===== src/rtl/hist_peak_finder.sv =====
// Scans every pixel's histogram once per frame and reports the peak bin per pixel.
// One bin read per cycle; results wait in OUT under pk_ready backpressure with RAM reads paused.
module hist_peak_finder #(
    parameter int BIN_NUM   = 16,
    parameter int BIN_W     = 4,
    parameter int PIXEL_NUM = 200,
    parameter int PIX_W     = 8,
    parameter int CNT_W     = 8,
    parameter int ADDR_W    = 12
) (
    input  logic              clk,
    input  logic              res,
    input  logic              start,
    input  logic [CNT_W-1:0]  thresh,
    output logic              rd_en,
    output logic [ADDR_W-1:0] rd_addr,
    input  logic [CNT_W-1:0]  rd_data,
    output logic              pk_valid,
    input  logic              pk_ready,
    output logic [PIX_W-1:0]  pk_pixel,
    output logic [BIN_W-1:0]  pk_bin,
    output logic [CNT_W-1:0]  pk_count,
    output logic              pk_found,
    output logic              busy,
    output logic              done
);

    typedef enum logic [2:0] {
        S_IDLE,
        S_SCAN,
        S_CAPT,
        S_OUT,
        S_DONE
    } state_t;

    localparam logic [BIN_W-1:0] LAST_BIN = BIN_W'(BIN_NUM - 1);
    localparam logic [PIX_W-1:0] LAST_PIX = PIX_W'(PIXEL_NUM - 1);

    state_t              state_q, state_d;
    logic [PIX_W-1:0]    pixel_q, pixel_d;
    logic [BIN_W-1:0]    bin_q, bin_d;
    logic [CNT_W-1:0]    thresh_q, thresh_d;
    logic [ADDR_W-1:0]   addr_q, addr_d;
    logic                init_q;
    logic                rd_vld_q;
    logic [BIN_W-1:0]    rd_bin_q;
    logic [CNT_W-1:0]    max_cnt_q, max_cnt_d;
    logic [BIN_W-1:0]    max_bin_q, max_bin_d;
    logic [PIX_W-1:0]    pk_pixel_q, pk_pixel_d;
    logic [BIN_W-1:0]    pk_bin_q, pk_bin_d;
    logic [CNT_W-1:0]    pk_count_q, pk_count_d;
    logic                pk_found_q, pk_found_d;
    logic [ADDR_W-1:0]   scan_addr;

    assign scan_addr = ADDR_W'(pixel_q) * ADDR_W'(BIN_NUM) + ADDR_W'(bin_q);

    assign rd_en    = (state_q == S_SCAN);
    assign rd_addr  = rd_en ? scan_addr : addr_q;
    assign pk_valid = (state_q == S_OUT);
    assign busy     = (state_q != S_IDLE);
    assign done     = (state_q == S_DONE);
    assign pk_pixel = pk_pixel_q;
    assign pk_bin   = pk_bin_q;
    assign pk_count = pk_count_q;
    assign pk_found = pk_found_q;

    // Bin 0 seeds the running max; later bins replace it only when strictly larger.
    always_comb begin
        max_cnt_d = max_cnt_q;
        max_bin_d = max_bin_q;
        if (rd_vld_q && ((rd_bin_q == '0) || (rd_data > max_cnt_q))) begin
            max_cnt_d = rd_data;
            max_bin_d = rd_bin_q;
        end
    end

    always_comb begin
        state_d    = state_q;
        pixel_d    = pixel_q;
        bin_d      = bin_q;
        thresh_d   = thresh_q;
        addr_d     = addr_q;
        pk_pixel_d = pk_pixel_q;
        pk_bin_d   = pk_bin_q;
        pk_count_d = pk_count_q;
        pk_found_d = pk_found_q;
        case (state_q)
            S_IDLE: begin
                // init_q masks a start coinciding with reset release.
                if (start && init_q) begin
                    thresh_d = thresh;
                    pixel_d  = '0;
                    bin_d    = '0;
                    state_d  = S_SCAN;
                end
            end
            S_SCAN: begin
                addr_d = scan_addr;
                if (bin_q == LAST_BIN) begin
                    bin_d   = '0;
                    state_d = S_CAPT;
                end else begin
                    bin_d = bin_q + BIN_W'(1);
                end
            end
            S_CAPT: begin
                pk_pixel_d = pixel_q;
                pk_bin_d   = max_bin_d;
                pk_count_d = max_cnt_d;
                pk_found_d = (max_cnt_d >= thresh_q);
                state_d    = S_OUT;
            end
            S_OUT: begin
                if (pk_ready) begin
                    if (pixel_q < LAST_PIX) begin
                        pixel_d = pixel_q + PIX_W'(1);
                        bin_d   = '0;
                        state_d = S_SCAN;
                    end else begin
                        state_d = S_DONE;
                    end
                end
            end
            S_DONE:  state_d = S_IDLE;
            default: state_d = S_IDLE;
        endcase
    end

    always_ff @(posedge clk or posedge res) begin
        if (res) begin
            state_q    <= S_IDLE;
            pixel_q    <= '0;
            bin_q      <= '0;
            thresh_q   <= '0;
            addr_q     <= '0;
            init_q     <= 1'b0;
            rd_vld_q   <= 1'b0;
            rd_bin_q   <= '0;
            max_cnt_q  <= '0;
            max_bin_q  <= '0;
            pk_pixel_q <= '0;
            pk_bin_q   <= '0;
            pk_count_q <= '0;
            pk_found_q <= 1'b0;
        end else begin
            state_q    <= state_d;
            pixel_q    <= pixel_d;
            bin_q      <= bin_d;
            thresh_q   <= thresh_d;
            addr_q     <= addr_d;
            init_q     <= 1'b1;
            rd_vld_q   <= rd_en;
            rd_bin_q   <= bin_q;
            max_cnt_q  <= max_cnt_d;
            max_bin_q  <= max_bin_d;
            pk_pixel_q <= pk_pixel_d;
            pk_bin_q   <= pk_bin_d;
            pk_count_q <= pk_count_d;
            pk_found_q <= pk_found_d;
        end
    end

endmodule


===== config.mk =====
export PLATFORM = sky130hd
export DESIGN_NAME = hist_peak_finder
export DESIGN_NICKNAME = d
export VERILOG_FILES = /design/src/rtl/hist_peak_finder.sv
export SDC_FILE = /design/constraint.sdc
export NUM_CORES = 1
export LEC_CHECK = 0
export CELL_PAD_IN_SITES_DETAIL_PLACEMENT = 0
export CELL_PAD_IN_SITES_GLOBAL_PLACEMENT = 2
export CORE_ASPECT_RATIO = 1.2
export CORE_MARGIN = 4
export CORE_UTILIZATION = 32
export CTS_CLUSTER_DIAMETER = 150
export DETAILED_ROUTE_END_ITERATION = 7
export PLACE_DENSITY = 0.76
export SETUP_SLACK_MARGIN = 0.02
export SLEW_MARGIN = 20
export SYNTH_ARGS = -nofsm -noshare
export SYNTH_HDL_FRONTEND = slang
export SYNTH_SLANG_ARGS = --single-unit

===== constraint.sdc =====
create_clock -name clk -period 2.7 [get_ports clk]
set_input_delay 0.27 -clock clk [delete_from_list [all_inputs] [get_ports clk]]
set_output_delay 0.27 -clock clk [all_outputs]
set_load 0.01 [all_outputs]

---- Word-level counts from Yosys, hierarchy flattened ----
Cells that the tools add are included.
operators by class
  order comparisons ....................... 3
  equal/unequal tests ..................... 9
  multiplexer cells ....................... 17
  $add $sub $neg .......................... 3
  reductions and logical operators ........ 12
operator list
  cell                 number
  $mux 8               4
  $mux 4               5
  $pmux 8 s2           1
  $add 12x4->12        1
  $mux 12              1
  $mux 3               4
  $pmux 3 s4           1
  $pmux 4 s3           1
  $add 8x1->8 const B  1
  $ge 8x8->1           1
  $gt 8x8->1           1
  $lt 8x8->1 const B   1
  $reduce_and 4->1     2
  $eq 3x2->1 const B   2
  $ne 2x1->1 const B   3
  $reduce_bool 3->1    2
  $add 4x1->4 const B  1
  $eq 4x4->1 const B   1
  $logic_not 4->1      1
  $eq 3x1->1 const B   1
  $eq 3x3->1 const B   1
  $logic_not 3->1      1
  $reduce_and 3->1     1
  $logic_and 1x1->1    2
  other kinds (4)      4
word-level totals
  input bits .............................. 20
  output and inout port bits .............. 37
  logic and storage cells ................. 58
  register bits after elaboration ......... 74

---- Depth between registers and ports, before layout ----
Gate-level depths: netlist (run 1).
  word-level depth ........................ 5
  depth in mapped cells ................... 15
  mapped depth without buffers ............ 14

---- Least setup slack after synthesis (run 1) ----
No wires, ideal clock.
  kind .................................... reg2reg
  start point ............................. register max_cnt_q[1]
  end point ............................... register pk_found_q, in the netlist pk_found
  arrival ................................. 2.735 ns
  cell stages (with the launch flop) ...... 16
  buffers on the path ..................... 1
  library setup time ...................... 0.126 ns
  slack ................................... -0.161 ns
  clock period less this slack ............ 2.861 ns
  cells stage by stage .................... dfrtp_1 > inv_1 > ha_1 > nor2b_1 > o211ai_2 > a21oi_1 > o41ai_2 > buf_6 > mux2i_1 > ha_1 > nand2b_1 > a21o_1 > a21oi_1 > o21ai_0 > nand3_1 > a21oi_1
between the ends
  longest elaborated chain between the ends .. 5
ends and longest elaborated chain
  element                 RTL line  text
  start, declared         47        logic [CNT_W-1:0] max_cnt_q, max_cnt_d;
  start signal, assigned  154       max_cnt_q <= max_cnt_d;
  $gt 8x8->1              71        if (rd_vld_q && ((rd_bin_q == '0) || (rd_data > max_cnt_q))) begin
  $logic_or 1x1->1        71
  $logic_and 1x1->1       71
  $mux 8 (*)              71
  $ge 8x8->1 (*)          110       pk_found_d = (max_cnt_d >= thresh_q);
  end signal, assigned    159       pk_found_q <= pk_found_d;
  end, declared           52        logic pk_found_q, pk_found_d;
Mark *: on every way between the ends. The rest lies on a longest branch, timed or not.
A chain may end at the register's enable or synchronous reset.

---- Worst setup path in the final report (run 1) ----
Ends and elaborated chain as after synthesis.

==> out/metrics.csv, run 1 <==
stage;metric;value;unit
clock_tree;insertion_delay;330;ps
logic_synthesis;post_synth.cell_area_avg;12.55;um^2
floorplan;ios;57;
logic_synthesis;synth_edf_count;0;
global_routing;gr-max-usage-layer;met2;
timing;hold_violations;0;
critical_path;required;2910;ps
global_routing;grt_max_degree;54;
floorplan;die_x;102.3;um
global_routing;grt_pass1_vias;2371;
detailed_routing;drt-total-wl;7.292;mm
timing;hold_ws;282.9;ps
timing;max-slew-margin-rel;30.26;%
critical_path;r2r-end;pk_found;
floorplan;initial_core_util;32.63;%
clock_tree;clockBufferDepth;2;
floorplan;die_area;12390;um^2
clock_tree;cts_buffers;9;
critical_path;critPathSlowestCell;dfrtp_1;
detailed_routing;ant_nets;0;
floorplan;rows;41;
critical_path;regToRegSetupSlack;-110;ps
global_routing;grt_use_met2;19.96;%
critical_path;max_stage_delay;400;ps
global_routing;grt_util_met1;16.12;%
power;ir_drop;483.1;uV
global_routing;grt_usage;12.80;%
power;p_leak;2.109;nW
timing;tightest_slew;1046;ps
global_routing;met3_usage;3.278;%
logic_synthesis;synthCells;272;
outcome;outcome;complete, but fails checks;
floorplan;die_y;121.2;um
clock_tree;h-tree-depth;3;
outcome;violations;negative setup slack;
timing;setup_viol;1;
timing;skew;6.090;ps
timing;clock.fmax;0.3555;GHz
layout;diodes;0;
layout;fill_cells;983;
layout;final_nets;389;
detailed_routing;wl_per_cell;15.04;um
job;drv_cap;0;
critical_path;worst-setup-path-type;reg2reg;
place;globalplace.congestion;0.7788;
timing;tns;-112.7;ps
critical_path;cp_max_fo;7;
critical_path;critPathArrivalTime;3030;ps
layout;syn2layout_area_growth;34.30;%
power;powerDensity;1151;nW/um^2
detailed_routing;drt-pass1-iter-count;4;
layout;fin_util;43.82;%
detailed_routing;drc;0;
global_routing;grt_overflow;0;
timing;finalMaxSlewViolations;0;
detailed_routing;num_vias;2269;
place;hpwl;5.273;mm
timing;rsz0062_at_grt;true;
timing;period_share;104.2;%
detailed_routing;via_per_inst;4.678;
timing;min_period;2813;ps
timing;fin_ws;-112.7;ps
logic_synthesis;synthArstFlopShare;100.0;%
clock_tree;clock_sinks;74;
logic_synthesis;yosysUniqueCellTypes;47;
global_routing;antenna_found_initial;0;
logic_synthesis;synth-seq-area-share;54.23;%
clock_tree;root_buffer;clkbuf_16;
logic_synthesis;synth_seq_cells;74;
logic_synthesis;synth.net_count;310;
clock_tree;clk_pin_slew;60;ps
critical_path;crit_chain;inv_2, ha_4, nor2b_4, o211ai_2, a21oi_2, o41ai_4, buf_6, mux2i_2, ha_1, nand2b_1, a21o_1, a21oi_2, o21ai_1, nand3_1, a21oi_1;
global_routing;grt_pass1_wl;12.00;mm
layout;drive_above_1_share;28.93;%
critical_path;reg2reg_from;max_cnt_q[1];
logic_synthesis;yosysWarnings;0;
critical_path;ff2ff_path_depth;15;
logic_synthesis;syn_area;3415;um^2
place;io_buffers;56;
detailed_routing;drt-initial-drc-count;84;
clock_tree;ctsHoldBuffers;0;
place;dp_slack;-592.9;ps
critical_path;start_kind;register;
min_path;hp-class;in2async;
clock_tree;tritoncts;built;
critical_path;path_common_cell;a21oi_2;
logic_synthesis;ys.flop_type;dfrtp_1;
floorplan;coreArea;10470;um^2
critical_path;end_kind;register;
==> report_power, final <==
group          leakage, nW  internal, mW  switching (mW)  total (mW)
Clock                0.133         0.711           0.464        1.17
Combinational         1.02          1.33            1.04        2.37
Sequential           0.951          1.48           0.249        1.73
Total                 2.11          3.52            1.76        5.28
==> synthesized netlist by cell type, drive strengths merged, types with 4 or more instances <==
cell	number	share of area, %
a21o	4	0.95
buf	7	1.8
inv	20	2.2
clkbuf	4	1.0
nor2	5	0.55
dfrtp	74	54
a31oi	4	0.73
ha	18	6.6
a21oi	9	1.3
nand2	20	2.2
nand3	8	1.2
mux2	42	15
o21ai	18	2.7
nor3	7	1.6
==> worst max path at each step <==
stage,from,to,slack [ps],depth (start not counted)
3_5_place_dp,rd_data[1],pk_found,-590,15
4_1_cts,max_cnt_q[1],pk_found,-110,15
3_3_place_gp,rd_data[1],pk_found,-520,15
2_1_floorplan,max_cnt_q[1],pk_found,-130,15
5_1_grt,max_cnt_q[1],pk_found,-280,15
6_report,max_cnt_q[1],pk_found,-110,15
==> layout make-up <==
| class | count | area (um^2) | share of cell area [%] |
|---|---|---|---|
| Multi-Input combinational cell | 167 | 1454 | 31.71 |
| Sequential cell | 74 | 1852 | 40.38 |
| Tap cell | 129 | 161.4 | 3.520 |
| Timing Repair Buffer | 79 | 748.2 | 16.32 |
| Clock inverter | 7 | 70.07 | 1.528 |
| Inverter | 20 | 75.07 | 1.637 |
| Clock buffer | 9 | 225.2 | 4.911 |
==> metal layers <==
layer | share of wire, % | routed length, um
met1 | 44 | 3242
met5 | 0 | 0
met4 | 3.0 | 222
met3 | 5.0 | 367
met2 | 47 | 3460
==> worst max-delay path: cells and delay by family (launching register included) <==
kind,cells,cell delay (ps)
adders and majority gates,2,450
and+or+nand+nor,3,340
AOI/OAI and AO/OA,7,1020
DFF,1,400
buffers and inverters,2,260
muxes,1,240
==> cells by family after synthesis <==
kind of cell,count (synthesis),synth area share (%)
buffers and inverters,31,4.983
xor gates and xnor gates,3,0.7697
and+or+nand+nor,54,8.685
muxes,44,15.43
AOI/OAI and AO/OA,47,9.198
other,1,0.1098
adders and majority gates,18,6.596
DFF,74,54.23
==> stage by stage <==
| stage | power (mW) | cells | instance area [um^2] |
|---|---|---|---|
| 2_1_floorplan | 3.148 | 272 | 3453 |
| 3_3_place_gp | 4.005 | 465 | 4235 |
| 3_5_place_dp | 4.066 | 465 | 4235 |
| 4_1_cts | 5.350 | 484 | 4576 |
| 5_1_grt | 5.663 | 485 | 4586 |
| 6_report | 5.277 | 485 | 4586 |
==> cell usage in the layout, fill, tap and decap left out, types with 2 or more instances in the layout <==
master / synthesis / routed
dfrtp_1: 74 / 74
clkdlybuf4s50_1: 0 / 55
mux2_2: 31 / 31
buf_4: 0 / 21
nand2_1: 20 / 20
inv_1: 20 / 18
ha_1: 18 / 15
o21ai_0: 13 / 12
mux2_4: 9 / 9
clkbuf_16: 0 / 9
nand3_1: 8 / 8
a21oi_1: 9 / 6
o21ai_1: 4 / 5
nor2_1: 5 / 5
nor3_2: 4 / 4
a31oi_1: 4 / 4
clkinvlp_4: 0 / 4
a21oi_2: 0 / 3
nor3_1: 3 / 3
xnor2_1: 3 / 3
nand4_1: 2 / 2
mux2_1: 2 / 2
nand3b_1: 2 / 2
nor2b_1: 3 / 2
inv_2: 0 / 2
a21o_2: 2 / 2
a21o_1: 2 / 2
ha_4: 0 / 2
clkinv_2: 0 / 2
==> timing repair <==
item,CTS,global route
resized for setup,6,1
buffers inserted,3,1
gates cloned,0,0
pin swaps,5,0
setup endpoints to repair,1,1
==> flip-flops by register name, indices dropped and copies added (netlist names), 3 cells and up <==
| signal | cells |
|---|---|
| pk_pixel | 8 |
| thresh_q | 8 |
| rd_bin_q | 4 |
| max_bin_q | 4 |
| addr_q | 12 |
| bin_q | 4 |
| state_q | 3 |
| pixel_q | 8 |
| pk_count | 8 |
| max_cnt_q | 8 |
| pk_bin | 4 |
Note: power is estimated with default switching activity, not from simulation.
==> inputs of run 2 (changes only) <==
Settings changed: SKIP_LAST_GASP from default to 1, TNS_END_PERCENT from default to 1.
==> out/metrics.csv, run 2 (synthesis gave the netlist of run 1 again) <==
stage;metric;value;unit;change
layout;drive_above_1_share;28.65;%;-0.28 points
floorplan;die_area;12390;um^2;unchanged
clock_tree;ctsHoldBuffers;0;;unchanged
timing;hold_ws;282.9;ps;+0.05300 ps
outcome;violations;negative setup slack;;
layout;fill_cells;985;;+0.20%
floorplan;ios;57;;unchanged
power;ir_drop;482.9;uV;about the same
clock_tree;root_buffer;clkbuf_16;;
critical_path;start_kind;register;;
timing;min_period;2810;ps;-3.110 ps
critical_path;cp_max_fo;7;;unchanged
critical_path;end_kind;register;;
floorplan;die_x;102.3;um;unchanged
detailed_routing;drt-total-wl;7.284;mm;-0.11%
global_routing;grt_max_degree;54;;unchanged
floorplan;die_y;121.2;um;unchanged
floorplan;initial_core_util;32.63;%;unchanged
timing;rsz0062_at_grt;true;;
global_routing;grt_usage;12.80;%;unchanged
layout;layout_commonest_cell;dfrtp_1;;
timing;tightest_slew;1041;ps;-4.791 ps
layout;stdcell_count;485;;unchanged
place;io_buffers;56;;unchanged
power;p_leak;2.111;nW;about the same
clock_tree;clk_pin_slew;60;ps;about the same
clock_tree;clockBufferDepth;2;;unchanged
timing;clock.fmax;0.3559;GHz;+0.11%
clock_tree;h-tree-depth;3;;unchanged
timing;max-slew-margin-rel;30.58;%;+0.32 points
layout;final_nets;389;;unchanged
outcome;outcome;complete, but fails checks;;
timing;finalMaxSlewViolations;0;;unchanged
critical_path;ff2ff_path_depth;15;;unchanged
timing;skew;6.083;ps;-0.006460 ps
timing;period_share;104.1;%;-0.12 points
global_routing;grt_pass1_vias;2371;;unchanged
global_routing;antenna_found_initial;0;;unchanged
min_path;hp-class;in2async;;
clock_tree;clock_sinks;74;;unchanged
place;dp_slack;-592.9;ps;unchanged
place;hpwl;5.273;mm;unchanged
global_routing;grt_pass1_wl;12.00;mm;unchanged
timing;setup_viol;1;;unchanged
detailed_routing;wl_per_cell;15.02;um;-0.11%
layout;largest_register;addr_q;;
power;powerDensity;1151;nW/um^2;about the same
layout;syn2layout_area_growth;34.23;%;about the same
place;dp_cells;465;;unchanged
place;globalplace.congestion;0.7788;;unchanged
floorplan;coreArea;10470;um^2;unchanged
detailed_routing;via_per_inst;4.680;;about the same
clock_tree;cts_buffers;9;;unchanged
critical_path;critPathArrivalTime;3020;ps;about the same
job;drv_cap;0;;unchanged
timing;hold_violations;0;;unchanged
critical_path;required;2910;ps;about the same
critical_path;worst-setup-path-type;reg2reg;;
detailed_routing;ant_nets;0;;unchanged
layout;largest_register_ffs;12;;unchanged
global_routing;grt_overflow;0;;unchanged
detailed_routing;drt-pass1-iter-count;4;;unchanged
detailed_routing;drc;0;;unchanged
clock_tree;insertion_delay;330;ps;about the same
clock_tree;tritoncts;built;;
layout;diodes;0;;unchanged
timing;fin_ws;-109.6;ps;+3.110 ps
floorplan;rows;41;;unchanged
detailed_routing;drt-initial-drc-count;84;;unchanged
detailed_routing;num_vias;2270;;+0.044%
layout;final_cell_mix;dfrtp_1 (74), clkdlybuf4s50_1 (55), mux2_2 (31);;
run 2: cell counts in the layout (fill, tap and decap cells not counted):
Identical to the previous run, type by type.
run 2: metrics by stage:
step | instance area, um^2 | utilization, % | setup TNS [ps] | total power, mW
5_1_grt | 4583 | 43.79 | -295.5 | 5.661
2_1_floorplan | 3453 | - | -131.1 | 3.148
4_1_cts | 4576 | 43.72 | -111.2 | 5.350
6_report | 4583 | 43.79 | -109.6 | 5.273
3_5_place_dp | 4235 | 40.47 | -1589 | 4.066
3_3_place_gp | 4235 | 40.47 | -1256 | 4.005
run 2: where the power goes:
group	internal (mW)	switching [mW]	leakage (nW)	total (mW)
clock	0.711	0.464	0.133	1.18
sequential	1.48	0.250	0.951	1.73
combinational	1.32	1.04	1.03	2.37
total	3.52	1.76	2.11	5.27
run 2: final timing paths:
| path | from | to | slack [ps] |
|---|---|---|---|
| max | max_cnt_q[1] | pk_found | -110 |
| min | res | pixel_q[3] | 280 |
| max reg2reg | max_cnt_q[1] | pk_found | -110 |
| min reg2reg | bin_q[1] | rd_bin_q[1] | 460 |
| min in group clk | rd_data[1] | max_cnt_q[1] | 440 |
| max in group asynchronous | res | max_cnt_q[0] | 1760 |
run 2: worst max-delay path, stage by stage (launching register included):
cell      delay, ps
dfrtp_1         400
inv_2            70
ha_4            190
nor2b_4         120
o211ai_2        150
a21oi_2          90
o41ai_4         370
buf_6           190
mux2i_2         240
ha_1            260
nand2b_1        140
a21o_1          160
a21oi_2         120
o21ai_1          70
nand3_1          80
a21oi_1          60
run 2: area by class of cell:
| cell class | instances | area [um^2] | area share (%) |
|---|---|---|---|
| Sequential cell | 74 | 1852 | 40.40 |
| Clock inverter | 7 | 70.07 | 1.529 |
| Tap cell | 129 | 161.4 | 3.522 |
| Multi-Input combinational cell | 167 | 1451 | 31.67 |
| Clock buffer | 9 | 225.2 | 4.914 |
| Inverter | 20 | 75.07 | 1.638 |
| Timing Repair Buffer | 79 | 748.2 | 16.33 |
run 2: repair_timing:
item | CTS | global route
pin swaps | 5 | 0
gates cloned | 0 | 0
gates resized for setup | 6 | 0
endpoints found under the setup margin | 1 | 1
buffers inserted | 3 | 1
hold endpoints to repair | 0 | 0
run 2: metal layers:
metal / share of wire [%] / GRT usage, % / vias up
li1: - / - / 1113
met1: 44 / 16.12 / 1098
met2: 47 / 19.96 / 45
met3: 5.1 / 3.278 / 14
met4: 3.0 / 6.891 / 0
met5: 0 / 0 / -
